## config.mk

```make
export PLATFORM = sky130hd
export DESIGN_NAME = keypad_emulator_flat
export DESIGN_NICKNAME = d
export VERILOG_FILES = /design/src/rtl/keypad_if.sv /design/src/rtl/keypad_emulator.sv /design/src/flat_wrapper.sv
export SDC_FILE = /design/constraint.sdc
export NUM_CORES = 1
export LEC_CHECK = 0
export CAP_MARGIN = 10
export CORE_MARGIN = 4
export CORE_UTILIZATION = 40
export CTS_CLUSTER_SIZE = 8
export DETAILED_ROUTE_END_ITERATION = 6
export PLACE_DENSITY_LB_ADDON = 0.3
export SETUP_SLACK_MARGIN = 0.05
export SLEW_MARGIN = 5
export SYNTH_ARGS = -nofsm -noshare
export SYNTH_HDL_FRONTEND = slang
export SYNTH_SLANG_ARGS = --single-unit
```

## constraint.sdc

```tcl
create_clock -name clk_div -period 2.05 [get_ports clk_div]
set_input_delay 0.41 -clock clk_div [delete_from_list [all_inputs] [get_ports clk_div]]
set_output_delay 0.41 -clock clk_div [all_outputs]
set_load 0.02 [all_outputs]
```

## src/rtl/keypad_if.sv

```systemverilog
// Key request channel between a requester and the keypad emulator.
// Requester drives key_code/key_valid; emulator returns key_ready/busy/done.
// key_code must stay stable while key_valid is high.
interface keypad_if;
    logic [3:0] key_code;
    logic       key_valid;
    logic       key_ready;
    logic       busy;
    logic       done;

    modport master (
        output key_code,
        output key_valid,
        input  key_ready,
        input  busy,
        input  done
    );

    modport slave (
        input  key_code,
        input  key_valid,
        output key_ready,
        output busy,
        output done
    );
endinterface

```

## src/rtl/keypad_emulator.sv

```systemverilog
// keypad_emulator: 4x4 row-scan keypad responder, presses one key per request; KEYPAD_BOUNCE_EN adds edge chatter.
// Latency: keyCol follows keyRow combinationally; key held for HOLD_HITS row hits, then released for GAP_CYCLES.
// Backpressure: key_ready only in IDLE; a request held during PRESS/GAP is taken on the first IDLE cycle.
module keypad_emulator #(
    parameter int HOLD_HITS     = 8,
    parameter int GAP_CYCLES    = 16,
    parameter int BOUNCE_CYCLES = 6
) (
    input  logic       clk_div,
    input  logic       rst_n,
    input  logic [3:0] keyRow,
    output logic [3:0] keyCol,
    keypad_if.slave    key_if
);
    localparam int HOLD_EFF = (HOLD_HITS < 1) ? 1 : HOLD_HITS;
    localparam int GAP_EFF  = (GAP_CYCLES < 1) ? 1 : GAP_CYCLES;
    localparam int HIT_W_R  = $clog2(HOLD_HITS + 1);
    localparam int GAP_W_R  = $clog2(GAP_CYCLES + 1);
    localparam int HIT_W    = (HIT_W_R < 1) ? 1 : HIT_W_R;
    localparam int GAP_W    = (GAP_W_R < 1) ? 1 : GAP_W_R;
    localparam logic [HIT_W-1:0] HIT_LAST = HIT_W'(HOLD_EFF - 1);
    localparam logic [GAP_W-1:0] GAP_LAST = GAP_W'(GAP_EFF - 1);

    localparam logic [1:0] ST_IDLE  = 2'd0;
    localparam logic [1:0] ST_PRESS = 2'd1;
    localparam logic [1:0] ST_GAP   = 2'd2;

    logic [1:0]       state;
    logic [3:0]       trow;
    logic [3:0]       tcol;
    logic [HIT_W-1:0] hit_cnt;
    logic [GAP_W-1:0] gap_cnt;
    logic             done_q;
    logic             row_hit;
    logic             hit_ok;
    logic             in_bnc;
    logic             toggle;

    // {row strobe, column pulled low} for each key code
    function automatic logic [7:0] key_map(input logic [3:0] k);
        logic [7:0] rc;
        case (k)
            4'h7: rc = {4'b1110, 4'b1110};
            4'h4: rc = {4'b1110, 4'b1101};
            4'h1: rc = {4'b1110, 4'b1011};
            4'h0: rc = {4'b1110, 4'b0111};
            4'h8: rc = {4'b1101, 4'b1110};
            4'h5: rc = {4'b1101, 4'b1101};
            4'h2: rc = {4'b1101, 4'b1011};
            4'hA: rc = {4'b1101, 4'b0111};
            4'h9: rc = {4'b1011, 4'b1110};
            4'h6: rc = {4'b1011, 4'b1101};
            4'h3: rc = {4'b1011, 4'b1011};
            4'hB: rc = {4'b1011, 4'b0111};
            4'hC: rc = {4'b0111, 4'b1110};
            4'hD: rc = {4'b0111, 4'b1101};
            4'hE: rc = {4'b0111, 4'b1011};
            default: rc = {4'b0111, 4'b0111};
        endcase
        return rc;
    endfunction

    assign row_hit = (keyRow == trow);
    assign hit_ok  = (state == ST_PRESS) && row_hit && !in_bnc;

`ifdef KEYPAD_BOUNCE_EN
    localparam int BNC_W_R = $clog2(BOUNCE_CYCLES + 1);
    localparam int BNC_W   = (BNC_W_R < 1) ? 1 : BNC_W_R;
    localparam logic [BNC_W-1:0] BNC_END = BNC_W'(BOUNCE_CYCLES);

    logic [BNC_W-1:0] bnc_cnt;
    logic             enter;

    // chatter window restarts on entry to PRESS and to GAP
    assign enter  = ((state == ST_IDLE) && key_if.key_valid) ||
                    (hit_ok && (hit_cnt == HIT_LAST));
    assign in_bnc = (bnc_cnt != BNC_END);

    always_ff @(posedge clk_div or negedge rst_n) begin
        if (!rst_n) begin
            bnc_cnt <= '0;
            toggle  <= 1'b0;
        end else if (enter) begin
            bnc_cnt <= '0;
            toggle  <= 1'b0;
        end else begin
            toggle <= ~toggle;
            if (in_bnc) bnc_cnt <= bnc_cnt + BNC_W'(1);
        end
    end
`else
    logic unused_bnc;
    assign unused_bnc = ^BOUNCE_CYCLES;
    assign in_bnc     = 1'b0;
    assign toggle     = 1'b1;
`endif

    always_ff @(posedge clk_div or negedge rst_n) begin
        if (!rst_n) begin
            state   <= ST_IDLE;
            trow    <= 4'hF;
            tcol    <= 4'hF;
            hit_cnt <= '0;
            gap_cnt <= '0;
            done_q  <= 1'b0;
        end else begin
            done_q <= 1'b0;
            case (state)
                ST_IDLE: begin
                    if (key_if.key_valid) begin
                        {trow, tcol} <= key_map(key_if.key_code);
                        hit_cnt      <= '0;
                        state        <= ST_PRESS;
                    end
                end
                ST_PRESS: begin
                    if (hit_ok) begin
                        hit_cnt <= hit_cnt + HIT_W'(1);
                        if (hit_cnt == HIT_LAST) begin
                            gap_cnt <= '0;
                            state   <= ST_GAP;
                        end
                    end
                end
                ST_GAP: begin
                    if (gap_cnt == GAP_LAST) begin
                        done_q <= 1'b1;
                        state  <= ST_IDLE;
                    end else begin
                        gap_cnt <= gap_cnt + GAP_W'(1);
                    end
                end
                default: state <= ST_IDLE;
            endcase
        end
    end

    // combinational so the scanner sees the column in the same cycle it strobes the row
    always_comb begin
        keyCol = 4'hF;
        if ((state == ST_PRESS) && row_hit && (!in_bnc || toggle)) keyCol = tcol;
        if ((state == ST_GAP) && row_hit && in_bnc && toggle)      keyCol = tcol;
    end

    assign key_if.key_ready = (state == ST_IDLE);
    assign key_if.busy      = (state != ST_IDLE);
    assign key_if.done      = done_q;
endmodule

```

## src/flat_wrapper.sv

```systemverilog
// flat-port wrapper written by rule: the top's interface ports become plain ports
module keypad_emulator_flat 
#(
    parameter int HOLD_HITS     = 8,
    parameter int GAP_CYCLES    = 16,
    parameter int BOUNCE_CYCLES = 6
)
  (clk_div, rst_n, keyRow, keyCol, key_if_key_code, key_if_key_valid, key_if_key_ready, key_if_busy, key_if_done);
  keypad_if key_if_i ();
  input  logic clk_div;
  input  logic rst_n;
  input  logic [3:0] keyRow;
  output logic [3:0] keyCol;
  input wire logic [$bits(key_if_i.key_code)-1:0] key_if_key_code;
  input wire logic [$bits(key_if_i.key_valid)-1:0] key_if_key_valid;
  output wire logic [$bits(key_if_i.key_ready)-1:0] key_if_key_ready;
  output wire logic [$bits(key_if_i.busy)-1:0] key_if_busy;
  output wire logic [$bits(key_if_i.done)-1:0] key_if_done;
  assign key_if_i.key_code = key_if_key_code;
  assign key_if_i.key_valid = key_if_key_valid;
  assign key_if_key_ready = key_if_i.key_ready;
  assign key_if_busy = key_if_i.busy;
  assign key_if_done = key_if_i.done;
  keypad_emulator #(.HOLD_HITS(HOLD_HITS), .GAP_CYCLES(GAP_CYCLES), .BOUNCE_CYCLES(BOUNCE_CYCLES)) u_core (.clk_div(clk_div), .rst_n(rst_n), .keyRow(keyRow), .keyCol(keyCol), .key_if(key_if_i));
endmodule
```

== Word level (Yosys, flattened, before mapping) ==
Memory sizes are Yosys's and may differ from the RTL's. A register that Yosys moved wholly into a read port is not among the register bits.
Index checks and enable logic that the tools add are counted.

* Bits in registers: 12
* Output and inout port bits: 7
* Memories kept: 1
* Bits in read-only memories: 128

{| class="wikitable"
|+ Memory list
! name !! depth !! width !! rd ports !! clocked after memory_dff !! wr ports !! line !! RTL
|-
| (no name shown) || 16 || 8 || 1 || 1 || 0 || keypad_emulator.sv:42 || <nowiki>case (k)</nowiki>
|}

* Equality and inequality tests: 10
* Add/subtract/negate cells: 2
* Reduce and logical (&&, ||, !) cells: 10
* Multiplexer cells: 15

{| class="wikitable"
|+ Operators with widths
! cell !! number
|-
| 5-bit 2-to-1 mux || 3
|-
| 4-bit 2-to-1 mux || 3
|-
| 5-bit case mux with 2 select lines || 1
|-
| 2-bit 2-to-1 mux || 4
|-
| 4-bit case mux with 2 select lines || 1
|-
| 4-bit AND reduction || 2
|-
| 2-bit inequality test, second input constant || 3
|-
| 2-bit case mux with 3 select lines || 1
|-
| 2-bit nonzero test || 3
|-
| 5-bit by 1-bit adder with 5-bit output, second input constant || 1
|-
| 5-bit by 4-bit equality test with 1-bit output, second input constant || 1
|-
| 4-bit by 1-bit adder with 4-bit output, second input constant || 1
|-
| 4-bit by 3-bit equality test with 1-bit output, second input constant || 1
|-
| 4-bit equality test || 1
|-
| 2-bit by 1-bit inequality test with 1-bit output, second input constant || 2
|-
| 3-bit AND reduction || 1
|-
| 2-bit by 1-bit equality test with 1-bit output, second input constant || 1
|-
| 2-bit equality test, second input constant || 1
|-
| 2-bit zero test || 1
|-
| 1-bit 2-to-1 mux || 2
|-
| 2-bit AND reduction || 1
|-
| 1-bit logical AND || 1
|-
| 1-bit zero test || 1
|}

== Depth between registers and ports, before layout ==
* Word-level depth: 4
* Gate-level depth with buffers: 7

== Least setup slack after synthesis ==
No wires, ideal clock.

* Kind: register -> output
* Start: register u_core.trow[2]
* End: output keyCol[0]
* Arrival: 1,373 ps
* Setup slack: 267 ps
* Required time: 1,640 ps
* Cell stages (with the launch flop): 5
* Path buffers: 1
* Path through: dfstp_2 xnor2_1 nand4_1 buf_2 or3_1

* Word-level cells in the longest chain between the ends: 3

{| class="wikitable"
|+ Ends and longest elaborated chain
! item !! line !! RTL
|-
| from (decl) || keypad_emulator.sv:29 || <nowiki>logic [3:0] trow;</nowiki>
|-
| from (signal assigned) || keypad_emulator.sv:111 || <nowiki>{trow, tcol} <= key_map(key_if.key_code);</nowiki>
|-
| 4-bit equality test || keypad_emulator.sv:63 || <nowiki>assign row_hit = (keyRow == trow);</nowiki>
|-
| 1-bit logical AND || keypad_emulator.sv:141 || <nowiki>if ((state == ST_PRESS) && row_hit && (!in_bnc || toggle)) keyCol = tcol;</nowiki>
|-
| 4-bit 2-to-1 mux || keypad_emulator.sv:141 ||
|-
| to (decl) || flat_wrapper.sv:13 || <nowiki>output logic [3:0] keyCol;</nowiki>
|}

No other way between the ends.

== Worst setup path in the final report ==
* Start: input keyRow[0]
* End: output keyCol[3]

* Word-level cells in the longest chain between the ends: 3

{| class="wikitable"
|+ Ends and longest elaborated chain
! item !! line !! RTL
|-
| from (decl) || flat_wrapper.sv:12 || <nowiki>input logic [3:0] keyRow;</nowiki>
|-
| 4-bit equality test || keypad_emulator.sv:63 ||
|-
| 1-bit logical AND || keypad_emulator.sv:141 ||
|-
| 4-bit 2-to-1 mux || keypad_emulator.sv:141 ||
|}

No other way between the ends.

==> impl_results.md <==
- Die W: roughly 62 um
- Core footprint: ~2800 sq um
- Hold slack: between 0.4 and 0.5 ns
- CTS tree: yes
- Sequential-to-total area share from yosys stat: a little over two fifths
- Crit path capture type: output pin
- Worst Setup Slack, final: -0.0772 ns
- Worst Setup Start Kind: primary input
- Synth cell types: 35
- Largest net degree at the start of global routing: 21
- Hold Fails Final Rpt: 0
- ANT nets after route: 0
- Synth warn: 0
- Synthesized area per cell: approximately 9.3 sq um
- Final Cycle Share: 104%
- Max-slew violation total from the final report: 0
- Asr flop ratio synth: 100%
- Htree depth: 1
- Maximum capacitance violations: 0
- Die Area: between 3000 and 4000 sq um
- Final Instance Count excl. Fillers: about 180
- ANT cells: 0
- RSZ-0062 raised after global routing: true
- Drt first pass iters: 4
- Power density over the cells: approximately 920 nW/um^2
- Inserted Clock Buffers: 3
- Post-synth EDFFs: 0
- Initial DRC Count: 25
- Inst Count DP: between 150 and 200
- Final Cell Area: roughly 1500 sq um
- Fmax: 470 MHz
- Clock transition at path regs: approximately 0.12 ns
- Crit path DAT: about 1.7 ns
- Max VDD drop: 0.319 mV
- # DRC: 0
- Flops & latches, synth: 20
- Final nets: 173
- Dpl hpwl: roughly 1800 um
- CP Class: primary input to output pin
- Final Setup Violations: 4
- Initial antenna violation count: 0
- Total GRT Usage: about an eighth
- Vias in the first global route: 1011
- Cts hold-fix bufs: 0
- GRT overflow: 0
- Root buffer cell: clkbuf_4
- GP Congestion: about 0.81
- Worst R2R Start: u_core.trow[1]$_DFFE_PN1P_
- First-pass GRT wire length: about 4200 um
- WP data required: around 1.6 ns
- Syn Inst Count: between 100 and 150
- Status: finished, violations left
- Final TNS setup: -0.280 ns
- WL/cell: 12.1 um
- Clock buffer depth: 2
- Syn Nets: approximately 150
- Final min period: about 2.1 ns
- # IOs: 18
- Worst hold path type: primary input to async pin
- Initial Util: a little over two fifths
- Vias/cell: between 5 and 6
- Failing checks: setup timing
- Relative slew slack: approximately 72%
- Main synth FF type: dfrtp_1
- Actual slew at the worst max-slew pin: ~0.42 ns
- Placement Rows: 19
- Worst skew pair latency: approximately 0.30 ns
- Clock sinks: 20
- Worst-path fanout max: 5
- Total number of vias: about 1000
- R2R setup slack: between 0.2 and 0.25 ns
- R2R Path End: u_core.hit_cnt[3]$_DFFE_PN0P_
- Post-Route WL: ~2200 um
- Die Ht: around 62 um
- Port Buffers: 17
- Cell Area, Synth: 1180 sq um
- P&R area growth vs syn: 24.3%
- Cells on worst reg2reg path: 6
- Layout cell share with drive strength beyond 1: approximately a fifth
- Worst Skew: around 0.00098 ns
- Placed inst area: 1430 sq um
- Leak pwr: ~0.00066 uW
[flip-flops by register name, indices dropped and copies added, names as in the netlist]
register and cells:
u_core.gap_cnt 5, u_core.hit_cnt 4, u_core.tcol 4, u_core.trow 4, u_core.state 2, u_core.key_if.done 1
[synth_stat cells, drive strengths merged, types with 2 or more instances]
cell,n,share of area (%)
mux2i,4,3.4
dfstp,8,18
o21ai,12,5.1
buf,4,1.9
nand3,5,2.1
or4,2,1.3
dfrtp,12,25
nand3b,2,1.3
a21oi,3,1.3
ha,9,9.5
nor2,9,3.1
or2,2,1.1
xnor2,4,3.0
inv,5,1.6
o211ai,3,1.9
nand4,2,1.1
nand2,19,6.0
a21o,3,1.9
o22ai,3,1.6
clkbuf,2,0.63
or3,4,2.1
[report_power, final]
group	switching (uW)	internal [uW]
Sequential	87.4	567
Combinational	191	192
Clock	127	198
[worst max-delay path by stage]
stage,start,endpoint,depth (start not counted)
after global routing,u_core.trow[0]$_DFFE_PN1P_,keyCol[3],4
final,keyRow[0],keyCol[3],5
after detailed placement,keyRow[0],keyCol[3],5
after global placement,keyRow[2],keyCol[0],5
after floorplan,u_core.trow[2]$_DFFE_PN1P_,keyCol[0],4
after CTS,keyRow[2],keyCol[3],5
[routing by layer]
| metal | wire length, um | up-vias | track usage [%] |
|---|---|---|---|
| met5 | 0 | - | 0 |
| met3 | 58 | 4 | 2.52 |
| met1 | 946 | 463 | 14.9 |
| met4 | 26 | 0 | 6.89 |
| li1 | - | 491 | - |
| met2 | 1190 | 15 | 23.2 |
[through the flow]
stage	util (%)	setup WS, ns	total power, uW
global placement	51.0	-0.459	1040
CTS	52.4	-0.105	1380
global route	52.5	-0.154	1460
floorplan	-	0.267	906
finish	52.5	-0.0772	1360
detailed placement	51.0	-0.495	1060
[cell families (layout without fill, tap and decap cells)]
| kind of cell | count (synthesis) | count (layout) | share of synthesized area, % |
|---|---|---|---|
| and+or+nand+nor | 50 | 50 | 21.5 |
| AOI/OAI and AO/OA | 27 | 27 | 13.7 |
| DFF | 20 | 20 | 43.1 |
| buffers and inverters | 11 | 36 | 4.12 |
| adders and majority gates | 9 | 9 | 9.50 |
| xor gates and xnor gates | 5 | 5 | 3.70 |
| muxes | 5 | 5 | 4.33 |
[cells in the final DEF (no fill, tap or decap), types with 3 or more instances in the layout]
cell type	instances
mux2i_1	4
or3_1	4
nor2_1	8
buf_4	10
buf_2	4
a21o_1	3
nand3_1	5
inv_1	5
dfstp_2	8
a21oi_1	3
clkdlybuf4s50_1	11
o22ai_1	3
xnor2_1	4
dfrtp_1	12
ha_1	9
nand2_1	19
clkbuf_4	3
o211ai_1	3
o21ai_0	11
[critical path, stage by stage]
cell and delay (ns):
clkdlybuf4s50_1 0.48, xnor2_1 0.12, nand4_1 0.19, or3_1 0.35, buf_2 0.16
[what timing repair did]
action                                  4_1_cts  5_1_grt
setup buffers                                 1        0
endpoints found under the setup margin        5        5
resized for setup                            17        1
cloned                                        0        0
pin swaps                                     1        1
[layout make-up]
class	count	area (sq um)
sequential	20	510
tap	31	38.8
fill	260	1330
multi-input combinational	96	626
inverter	5	18.8
timing repair buffer	27	226
clock inverter	1	30.0
clock buffer	3	22.5
No activity file was read; power rests on OpenSTA's default activity.
